### src/rtl/stage_sequencer_if.sv
// Front-panel stage bundle: raw buttons and datapath gates in, stage state out.
// The master side is the panel/datapath; the slave side is the sequencer.
interface stage_sequencer_if #(
  parameter int NUM_STAGES = 4
);
  localparam int IDX_W = $clog2(NUM_STAGES);

  logic                  prev_button;
  logic                  next_button;
  logic                  home;
  logic                  advance_ok;
  logic [IDX_W-1:0]      stage_idx;
  logic [NUM_STAGES-1:0] stage_onehot;
  logic                  stage_enter;
  logic                  at_first;
  logic                  at_last;

  modport master (
    output prev_button, next_button, home, advance_ok,
    input  stage_idx, stage_onehot, stage_enter, at_first, at_last
  );

  modport slave (
    input  prev_button, next_button, home, advance_ok,
    output stage_idx, stage_onehot, stage_enter, at_first, at_last
  );
endinterface

### src/rtl/stage_sequencer.sv
// Button-driven stage sequencer: per-button debounce with press-edge detect,
// then a prioritised step decision (home > both > next > prev) on a stage register.
module stage_debounce #(
  parameter int DEBOUNCE_CYCLES = 16
) (
  input  logic clk,
  input  logic reset_n,
  input  logic raw,
  output logic press
);
  localparam int                CNT_W    = $clog2(DEBOUNCE_CYCLES + 1);
  localparam logic [CNT_W-1:0]  CNT_LAST = CNT_W'(DEBOUNCE_CYCLES - 1);

  logic [1:0]       sync_q;
  logic             db_q;
  logic             db_d_q;
  logic [CNT_W-1:0] cnt_q;

  always_ff @(posedge clk) begin
    if (!reset_n) begin
      sync_q <= '0;
      db_q   <= 1'b0;
      db_d_q <= 1'b0;
      cnt_q  <= '0;
    end else begin
      sync_q <= {sync_q[0], raw};
      db_d_q <= db_q;
      // The edge on which the count would reach DEBOUNCE_CYCLES is the toggle edge.
      if (sync_q[1] != db_q) begin
        if (cnt_q == CNT_LAST) begin
          db_q  <= ~db_q;
          cnt_q <= '0;
        end else begin
          cnt_q <= cnt_q + CNT_W'(1);
        end
      end else begin
        cnt_q <= '0;
      end
    end
  end

  assign press = db_q & ~db_d_q;
endmodule

module stage_sequencer #(
  parameter  int NUM_STAGES      = 4,
  parameter  int DEBOUNCE_CYCLES = 16,
  parameter  int WRAP            = 0,
  localparam int IDX_W           = $clog2(NUM_STAGES)
) (
  input  logic              clk,
  input  logic              reset_n,
  stage_sequencer_if.slave  sif
);
  localparam logic [IDX_W-1:0] LAST = IDX_W'(NUM_STAGES - 1);

  // Bit 0 = prev, bit 1 = next.
  logic [1:0] raw_btn;
  logic [1:0] press;

  assign raw_btn = {sif.next_button, sif.prev_button};

  for (genvar i = 0; i < 2; i++) begin : g_btn
    stage_debounce #(.DEBOUNCE_CYCLES(DEBOUNCE_CYCLES)) u_db (
      .clk     (clk),
      .reset_n (reset_n),
      .raw     (raw_btn[i]),
      .press   (press[i])
    );
  end

  logic [IDX_W-1:0] idx_q;
  logic [IDX_W-1:0] idx_d;
  logic             enter_q;

  always_comb begin
    idx_d = idx_q;
    if (sif.home) begin
      idx_d = '0;
    end else if (press[0] && press[1]) begin
      idx_d = idx_q;
    end else if (press[1]) begin
      // Blocked advances are dropped outright, never queued.
      if (sif.advance_ok) begin
        if (idx_q == LAST) idx_d = (WRAP != 0) ? '0 : idx_q;
        else               idx_d = idx_q + IDX_W'(1);
      end
    end else if (press[0]) begin
      if (idx_q == '0) idx_d = (WRAP != 0) ? LAST : idx_q;
      else             idx_d = idx_q - IDX_W'(1);
    end
  end

  always_ff @(posedge clk) begin
    if (!reset_n) begin
      idx_q   <= '0;
      enter_q <= 1'b0;
    end else begin
      idx_q   <= idx_d;
      enter_q <= (idx_d != idx_q);
    end
  end

  assign sif.stage_idx    = idx_q;
  assign sif.stage_enter  = enter_q;
  assign sif.stage_onehot = {{(NUM_STAGES-1){1'b0}}, 1'b1} << idx_q;
  assign sif.at_first     = (idx_q == '0);
  assign sif.at_last      = (idx_q == LAST);
endmodule

### src/flat_wrapper.sv
// flat-port wrapper written by rule: the top's interface ports become plain ports
module stage_sequencer_flat 
#(
  parameter  int NUM_STAGES      = 4,
  parameter  int DEBOUNCE_CYCLES = 16,
  parameter  int WRAP            = 0,
  localparam int IDX_W           = $clog2(NUM_STAGES)
)
  (clk, reset_n, sif_prev_button, sif_next_button, sif_home, sif_advance_ok, sif_stage_idx, sif_stage_onehot, sif_stage_enter, sif_at_first, sif_at_last);
  stage_sequencer_if #(.NUM_STAGES(NUM_STAGES)) sif_i ();
  input  logic clk;
  input  logic reset_n;
  input wire logic [$bits(sif_i.prev_button)-1:0] sif_prev_button;
  input wire logic [$bits(sif_i.next_button)-1:0] sif_next_button;
  input wire logic [$bits(sif_i.home)-1:0] sif_home;
  input wire logic [$bits(sif_i.advance_ok)-1:0] sif_advance_ok;
  output wire logic [$bits(sif_i.stage_idx)-1:0] sif_stage_idx;
  output wire logic [$bits(sif_i.stage_onehot)-1:0] sif_stage_onehot;
  output wire logic [$bits(sif_i.stage_enter)-1:0] sif_stage_enter;
  output wire logic [$bits(sif_i.at_first)-1:0] sif_at_first;
  output wire logic [$bits(sif_i.at_last)-1:0] sif_at_last;
  assign sif_i.prev_button = sif_prev_button;
  assign sif_i.next_button = sif_next_button;
  assign sif_i.home = sif_home;
  assign sif_i.advance_ok = sif_advance_ok;
  assign sif_stage_idx = sif_i.stage_idx;
  assign sif_stage_onehot = sif_i.stage_onehot;
  assign sif_stage_enter = sif_i.stage_enter;
  assign sif_at_first = sif_i.at_first;
  assign sif_at_last = sif_i.at_last;
  stage_sequencer #(.NUM_STAGES(NUM_STAGES), .DEBOUNCE_CYCLES(DEBOUNCE_CYCLES), .WRAP(WRAP)) u_core (.clk(clk), .reset_n(reset_n), .sif(sif_i));
endmodule
### config.mk
export PLATFORM = sky130hd
export DESIGN_NAME = stage_sequencer_flat
export DESIGN_NICKNAME = d
export VERILOG_FILES = /design/src/rtl/stage_sequencer_if.sv /design/src/rtl/stage_sequencer.sv /design/src/flat_wrapper.sv
export SDC_FILE = /design/constraint.sdc
export NUM_CORES = 1
export LEC_CHECK = 0
export CAP_MARGIN = 20
export CORE_MARGIN = 4
export CORE_UTILIZATION = 23
export DETAILED_ROUTE_END_ITERATION = 7
export GPL_ROUTABILITY_DRIVEN = 0
export SETUP_SLACK_MARGIN = 0.02
export SLEW_MARGIN = 20
export SYNTH_ARGS = -nofsm -noshare
export SYNTH_HDL_FRONTEND = slang
export SYNTH_HIERARCHICAL = 1
export SYNTH_SLANG_ARGS = --single-unit
### constraint.sdc
create_clock -name clk -period 1.85 [get_ports clk]
set_input_delay 0.2775 -clock clk [delete_from_list [all_inputs] [get_ports clk]]
set_output_delay 0.2775 -clock clk [all_outputs]
set_load 0.02 [all_outputs]
==> impl_metrics.csv, run 1 <==
group,metric,value,unit
setup_path,crit_start,"u_core/sif.stage_idx[1]",
global_route,grt_usage,6.32,%
global_route,grt_pass1_vias,529,
cts,htree_levels,1,
sta,setup_ws,0.107,ns
cts,cts_tree,"built",
logic_synthesis,syn_nets,95,
detailed_routing,ant_nets,0,
cells_and_area,drive_gt1_share,10.8,%
global_route,grt_pass1_wl,2190,um
detailed_routing,wl,1300,um
setup_path,cp_num_buf_inv,1,
cts,clk_latency,0.25,ns
setup_path,critical_path_class,"flop to output pin",
setup_path,worstSetupEndpointType,"output pin",
cells_and_area,layout_commonest_cell,"dfxtp_1",
floorplan,die_w,68.9,um
logic_synthesis,ys_types,27,
global_route,grt_max_degree,14,
outcome,status,"finished clean",
placed_design,place_area,1040,um^2
cells_and_area,postLayoutCellArea,1090,um^2
floorplan,die_h,68.9,um
cts,cts_root_buf,"clkbuf_8",
floorplan,io_pins,15,
setup_path,regToRegSetupSlack,0.47,ns
power,powerDensity,707,nW/um^2
sta,slew_headroom,69.0,%
placed_design,dpl.hpwl,984,um
global_route,antenna_found_initial,0,
detailed_routing,wl_per_cell,8.78,um
setup_path,r2r-start,"u_core/g_btn[1].u_db/cnt_q[0]",
cts,cts.clk_slew.worst_paths,0.07,ns
setup_path,crit_chain,"nor2_1 -> clkdlybuf4s50_1",
power,power.leakage,0.435,nW
power,ir_worst_vdd,248,uV
detailed_routing,drtPass1Iterations,4,
sta,hold_slack,0.433,ns
detailed_routing,vias,599,
placed_design,port_buffers,14,
cells_and_area,antenna_cells,0,
sta,skew,0.00410,ns
cts,clock-sinks,21,
setup_path,arrival,1.47,ns
setup_path,start_kind,"flop",
cts,cts_buffers,3,
setup_path,crit_family,"buffers and inverters",
cts,post-cts-setup-buffers,0,
floorplan,fp-row-count,21,
setup_path,crit_end,"sif_stage_onehot[0]",
sta,rsz0062_at_grt,"false",
placed_design,pre_cts_ws,0.286,ns
cells_and_area,nets,113,
detailed_routing,drt_iter0_drc,16,
logic_synthesis,syn-instance-count,85,
sta,layout_min_cycle_time,1.74,ns
setup_path,reg2reg_depth,5,
floorplan,die-area,4750,um^2
job,max_cap_violations,0,
cells_and_area,postLayoutCoreUtil,31.6,%
floorplan,core-area,3470,um^2
sta,worst_slew_pin_slew,0.459,ns
logic_synthesis,synth_seq_cells,21,
cts,clockBufferDepth,2,
cells_and_area,synthToLayoutAreaGrowth,28.3,%
logic_synthesis,syn_avg_cell_area,10.0,um^2
sta,setup_viol,0,
detailed_routing,vias_per_cell,4.05,
setup_path,cp.depth,2,
setup_path,cp_slowest_stage_delay,0.64,ns
floorplan,initial_core_util,24.6,%
cells_and_area,final_cell_mix,"dfxtp_1, clkdlybuf4s50_1, nor2_1",
logic_synthesis,ys_warn_count,6,
logic_synthesis,ys_seq_area_share,49.3,%
global_route,grt_overflow,0,
hold_path,hold_path.class,"flop to flop",
setup_path,path_max_fanout,7,
setup_path,timing.rr.end,"u_core/g_btn[1].u_db/cnt_q[2]",
sta,finalHoldViolations,0,
setup_path,crit_slowest_cell,"clkdlybuf4s50_1",
sta,fin_tns_setup,0,ns
detailed_routing,drc,0,
logic_synthesis,syn-cell-area,853,um^2
setup_path,worstPathRequired,1.57,ns
hold_path,holdPathStages,1,
sta,fmax,0.574,GHz
sta,drv_slew,0,
sta,final.period_utilization,94.2,%
==> how the worst min path moves through the flow <==
stage	endpoint	slack [ns]	from
after floorplan	u_core/sif.stage_enter	0.40	reset_n
after global placement	u_core/g_btn[0].u_db/sync_q[1]	0.41	u_core/g_btn[0].u_db/sync_q[0]
after detailed placement	u_core/g_btn[1].u_db/sync_q[1]	0.42	u_core/g_btn[1].u_db/sync_q[0]
after CTS	u_core/g_btn[1].u_db/sync_q[1]	0.44	u_core/g_btn[1].u_db/sync_q[0]
after global routing	u_core/g_btn[1].u_db/sync_q[1]	0.44	u_core/g_btn[1].u_db/sync_q[0]
final	u_core/g_btn[0].u_db/sync_q[1]	0.43	u_core/g_btn[0].u_db/sync_q[0]
==> kinds of logic after synthesis <==
family,after synthesis,share of synthesized area (%)
DFF,21,49.3
xor gates and xnor gates,6,6.16
AOI/OAI and AO/OA,9,7.77
and+or+nand+nor,35,24.2
adders and majority gates,4,5.87
muxes,2,2.35
buffers and inverters,8,4.40
==> power breakdown <==
| part | switching [mW] | internal (mW) | leakage [nW] |
|---|---|---|---|
| Sequential | 0.00234 | 0.457 | 0.171 |
| Clock | 0.134 | 0.153 | 0.0228 |
| Combinational | 0.0109 | 0.0167 | 0.242 |
==> synthesized netlist by cell type <==
cell type,count,share of area (%)
and2_2,2,1.8
nor2_1,11,4.8
a221oi_2,1,1.8
and2b_1,1,0.88
dfxtp_1,21,49
and2_4,1,1.0
o311ai_0,1,1.0
o2bb2ai_1,1,1.0
inv_1,6,2.6
nor2b_1,6,4.4
and3_1,3,2.2
o21a_1,1,0.88
nand3_1,2,1.2
a21oi_1,2,1.2
nand2_1,1,0.44
a31oi_1,1,0.73
o21ai_0,1,0.59
mux2i_1,2,2.3
nor4bb_1,1,1.2
and2_1,4,2.9
xnor2_1,2,2.1
nand2b_1,1,0.73
xor2_1,4,4.1
nand3b_2,2,2.6
o21ai_1,1,0.59
buf_4,2,1.8
ha_1,4,5.9
==> metrics by stage <==
step | total power, mW | instances
floorplan | 0.480 | 85
global placement | 0.498 | 144
detailed placement | 0.498 | 144
CTS | 0.791 | 148
global route | 0.810 | 148
finish | 0.774 | 148
==> routing by layer <==
layer / part of all wire, % / vias up / wire [um] / global-route usage [%]
li1: - / 312 / - / -
met3: 8.0 / 2 / 104 / 2.43
met5: 0 / - / 0 / 0
met1: 46 / 265 / 604 / 7.01
met2: 43 / 20 / 563 / 10.2
met4: 2.1 / 0 / 27 / 3.65
==> cell type report <==
type | instances | area [um^2]
Timing Repair Buffer | 15 | 153
Inverter | 6 | 22.5
Multi-Input combinational cell | 56 | 395
Fill cell | 365 | 2370
Sequential cell | 21 | 422
Tap cell | 46 | 57.6
Clock buffer | 4 | 45.0
==> timing repair <==
item	CTS	global route
hold buffers	0	0
endpoints found under the setup margin	1	3
gates resized for setup	1	2
pin swaps	0	0
==> sequential cells by signal, indices dropped and copies added, names as in the netlist <==
name / flops
u_core/g_btn.u_db/cnt_q: 10
u_core/sif.stage_idx: 2
u_core/sif.stage_enter: 1
u_core/g_btn.u_db/db_d_q: 2
u_core/g_btn.u_db/db_q: 2
u_core/g_btn.u_db/sync_q: 4
(Power assumes the default switching activity.)
==> run 2, diff against run 1 <==
--- a/config.mk
+++ b/config.mk
@@ -9,7 +9,6 @@
 export CORE_MARGIN = 4
 export CORE_UTILIZATION = 23
 export DETAILED_ROUTE_END_ITERATION = 7
-export GPL_ROUTABILITY_DRIVEN = 0
 export SETUP_SLACK_MARGIN = 0.02
 export SLEW_MARGIN = 20
 export SYNTH_ARGS = -nofsm -noshare
==> results of run 2 <==
No change in the layout: final DEF, timing and power equal those of run 1.
==> run 3, diff against run 2 <==
--- a/config.mk
+++ b/config.mk
@@ -9,6 +9,7 @@
 export CORE_MARGIN = 4
 export CORE_UTILIZATION = 23
 export DETAILED_ROUTE_END_ITERATION = 7
+export PLACE_DENSITY = 0.41
 export SETUP_SLACK_MARGIN = 0.02
 export SLEW_MARGIN = 20
 export SYNTH_ARGS = -nofsm -noshare
==> impl_metrics.csv, run 3 (synthesis gave the netlist of run 1 again) <==
group,metric,value,unit
hold_path,hold_path.class,"flop to flop",
detailed_routing,wl_per_cell,9.90,um
detailed_routing,ant_nets,0,
power,total_power,0.787,mW
sta,worst_slew_pin_slew,0.456,ns
cells_and_area,drive_gt1_share,10.8,%
detailed_routing,vias_per_cell,4.16,
cts,clock-sinks,21,
cells_and_area,final.fill_count,373,
detailed_routing,drtPass1Iterations,4,
floorplan,io_pins,15,
cts,cts_tree,"built",
cts,htree_levels,1,
global_route,antenna_found_initial,0,
sta,hold_slack,0.438,ns
cells_and_area,fin_cells,148,
sta,skew,0.000752,ns
sta,layout_min_cycle_time,1.76,ns
floorplan,fp-row-count,21,
global_route,grt_pass1_vias,599,
power,ir_worst_vdd,227,uV
cells_and_area,regMostFlops,"u_core/g_btn.u_db/cnt_q",
outcome,status,"finished clean",
global_route,grt_overflow,0,
detailed_routing,wl,1470,um
floorplan,initial_core_util,24.6,%
placed_design,port_buffers,14,
cells_and_area,postLayoutCellArea,1100,um^2
placed_design,place_area,1040,um^2
setup_path,critical_path_class,"flop to output pin",
placed_design,pre_cts_ws,0.297,ns
power,power.leakage,0.435,nW
placed_design,dpl.hpwl,1120,um
floorplan,die_w,68.9,um
floorplan,core-area,3470,um^2
setup_path,worstSetupEndpointType,"output pin",
setup_path,path_max_fanout,7,
global_route,grt_max_degree,12,
setup_path,start_kind,"flop",
detailed_routing,drt_iter0_drc,19,
cts,cts.clk_slew.worst_paths,0.07,ns
cells_and_area,antenna_cells,0,
sta,fin_tns_setup,0,ns
cts,post-cts-setup-buffers,0,
cells_and_area,postLayoutCoreUtil,31.6,%
sta,setup_viol,0,
cells_and_area,final_cell_mix,"dfxtp_1, clkdlybuf4s50_1, nor2_1",
cells_and_area,largest_reg_flops,10,
cts,ctsHoldBuffers,0,
sta,rsz0062_at_grt,"false",
placed_design,place_inst,144,
cts,cts_buffers,3,
sta,fmax,0.569,GHz
setup_path,arrival,1.48,ns
cts,clk_latency,0.26,ns
floorplan,die_h,68.9,um
sta,final.period_utilization,95.0,%
sta,setup_ws,0.0925,ns
cells_and_area,nets,113,
cells_and_area,synthToLayoutAreaGrowth,28.6,%
global_route,grt_usage,7.52,%
cts,cts_root_buf,"clkbuf_8",
sta,drv_slew,0,
global_route,grt_pass1_wl,2600,um
cts,clockBufferDepth,2,
cells_and_area,layout_commonest_cell,"dfxtp_1",
sta,slew_headroom,69.2,%
detailed_routing,vias,615,
sta,finalHoldViolations,0,
job,max_cap_violations,0,
placed_design,place.gp.congestion,0.653,
setup_path,worstPathRequired,1.57,ns
power,powerDensity,717,nW/um^2
floorplan,die-area,4750,um^2
cells_and_area,reg_top3,"u_core/g_btn.u_db/cnt_q: 10 flops, u_core/g_btn.u_db/sync_q: 4 flops",
detailed_routing,drc,0,
-- run 3: area by class of cell --
cell class,count,area (um^2),share of cell area (%)
Clock buffer,4,45.0,4.10
Tap cell,46,57.6,5.25
Inverter,6,22.5,2.05
Timing Repair Buffer,15,155,14.1
Multi-Input combinational cell,56,395,36.0
Sequential cell,21,422,38.4
-- run 3: path summary, 6_finish.rpt --
check | to | slack, ns | cells after the start | startpoint
setup / recovery | sif_stage_onehot[2] | 0.09 | 2 | u_core/sif.stage_idx[1]
hold / removal | u_core/g_btn[1].u_db/sync_q[1] | 0.44 | 1 | u_core/g_btn[1].u_db/sync_q[0]
setup reg to reg | u_core/g_btn[1].u_db/cnt_q[3] | 0.46 | 5 | u_core/g_btn[1].u_db/cnt_q[0]
hold reg to reg | u_core/g_btn[1].u_db/sync_q[1] | 0.44 | 1 | u_core/g_btn[1].u_db/sync_q[0]
-- run 3: what timing repair did --
action,in CTS,in global routing
setup endpoints to repair,1,3
gates cloned,0,0
gates resized for setup,1,3
-- run 3: routing by layer --
metal  share of wire [%]  vias up  global-route usage [%]
met2                  40       19                    11.0
met1                  50      280                    9.54
met5                   0        -                       0
met4                 1.3        0                    4.38
met3                 8.5        2                    2.59
li1                    -      314                       -
-- run 3: critical path, stage by stage, from the launching register on --
cell and delay [ns]:
dfxtp_1 0.42, and2b_1 0.19, clkdlybuf4s50_1 0.61
-- run 3: report_power, final --
part | switching (mW) | internal (mW)
logic | 0.0116 | 0.0167
registers | 0.00245 | 0.457
clock network | 0.146 | 0.153
total | 0.160 | 0.627
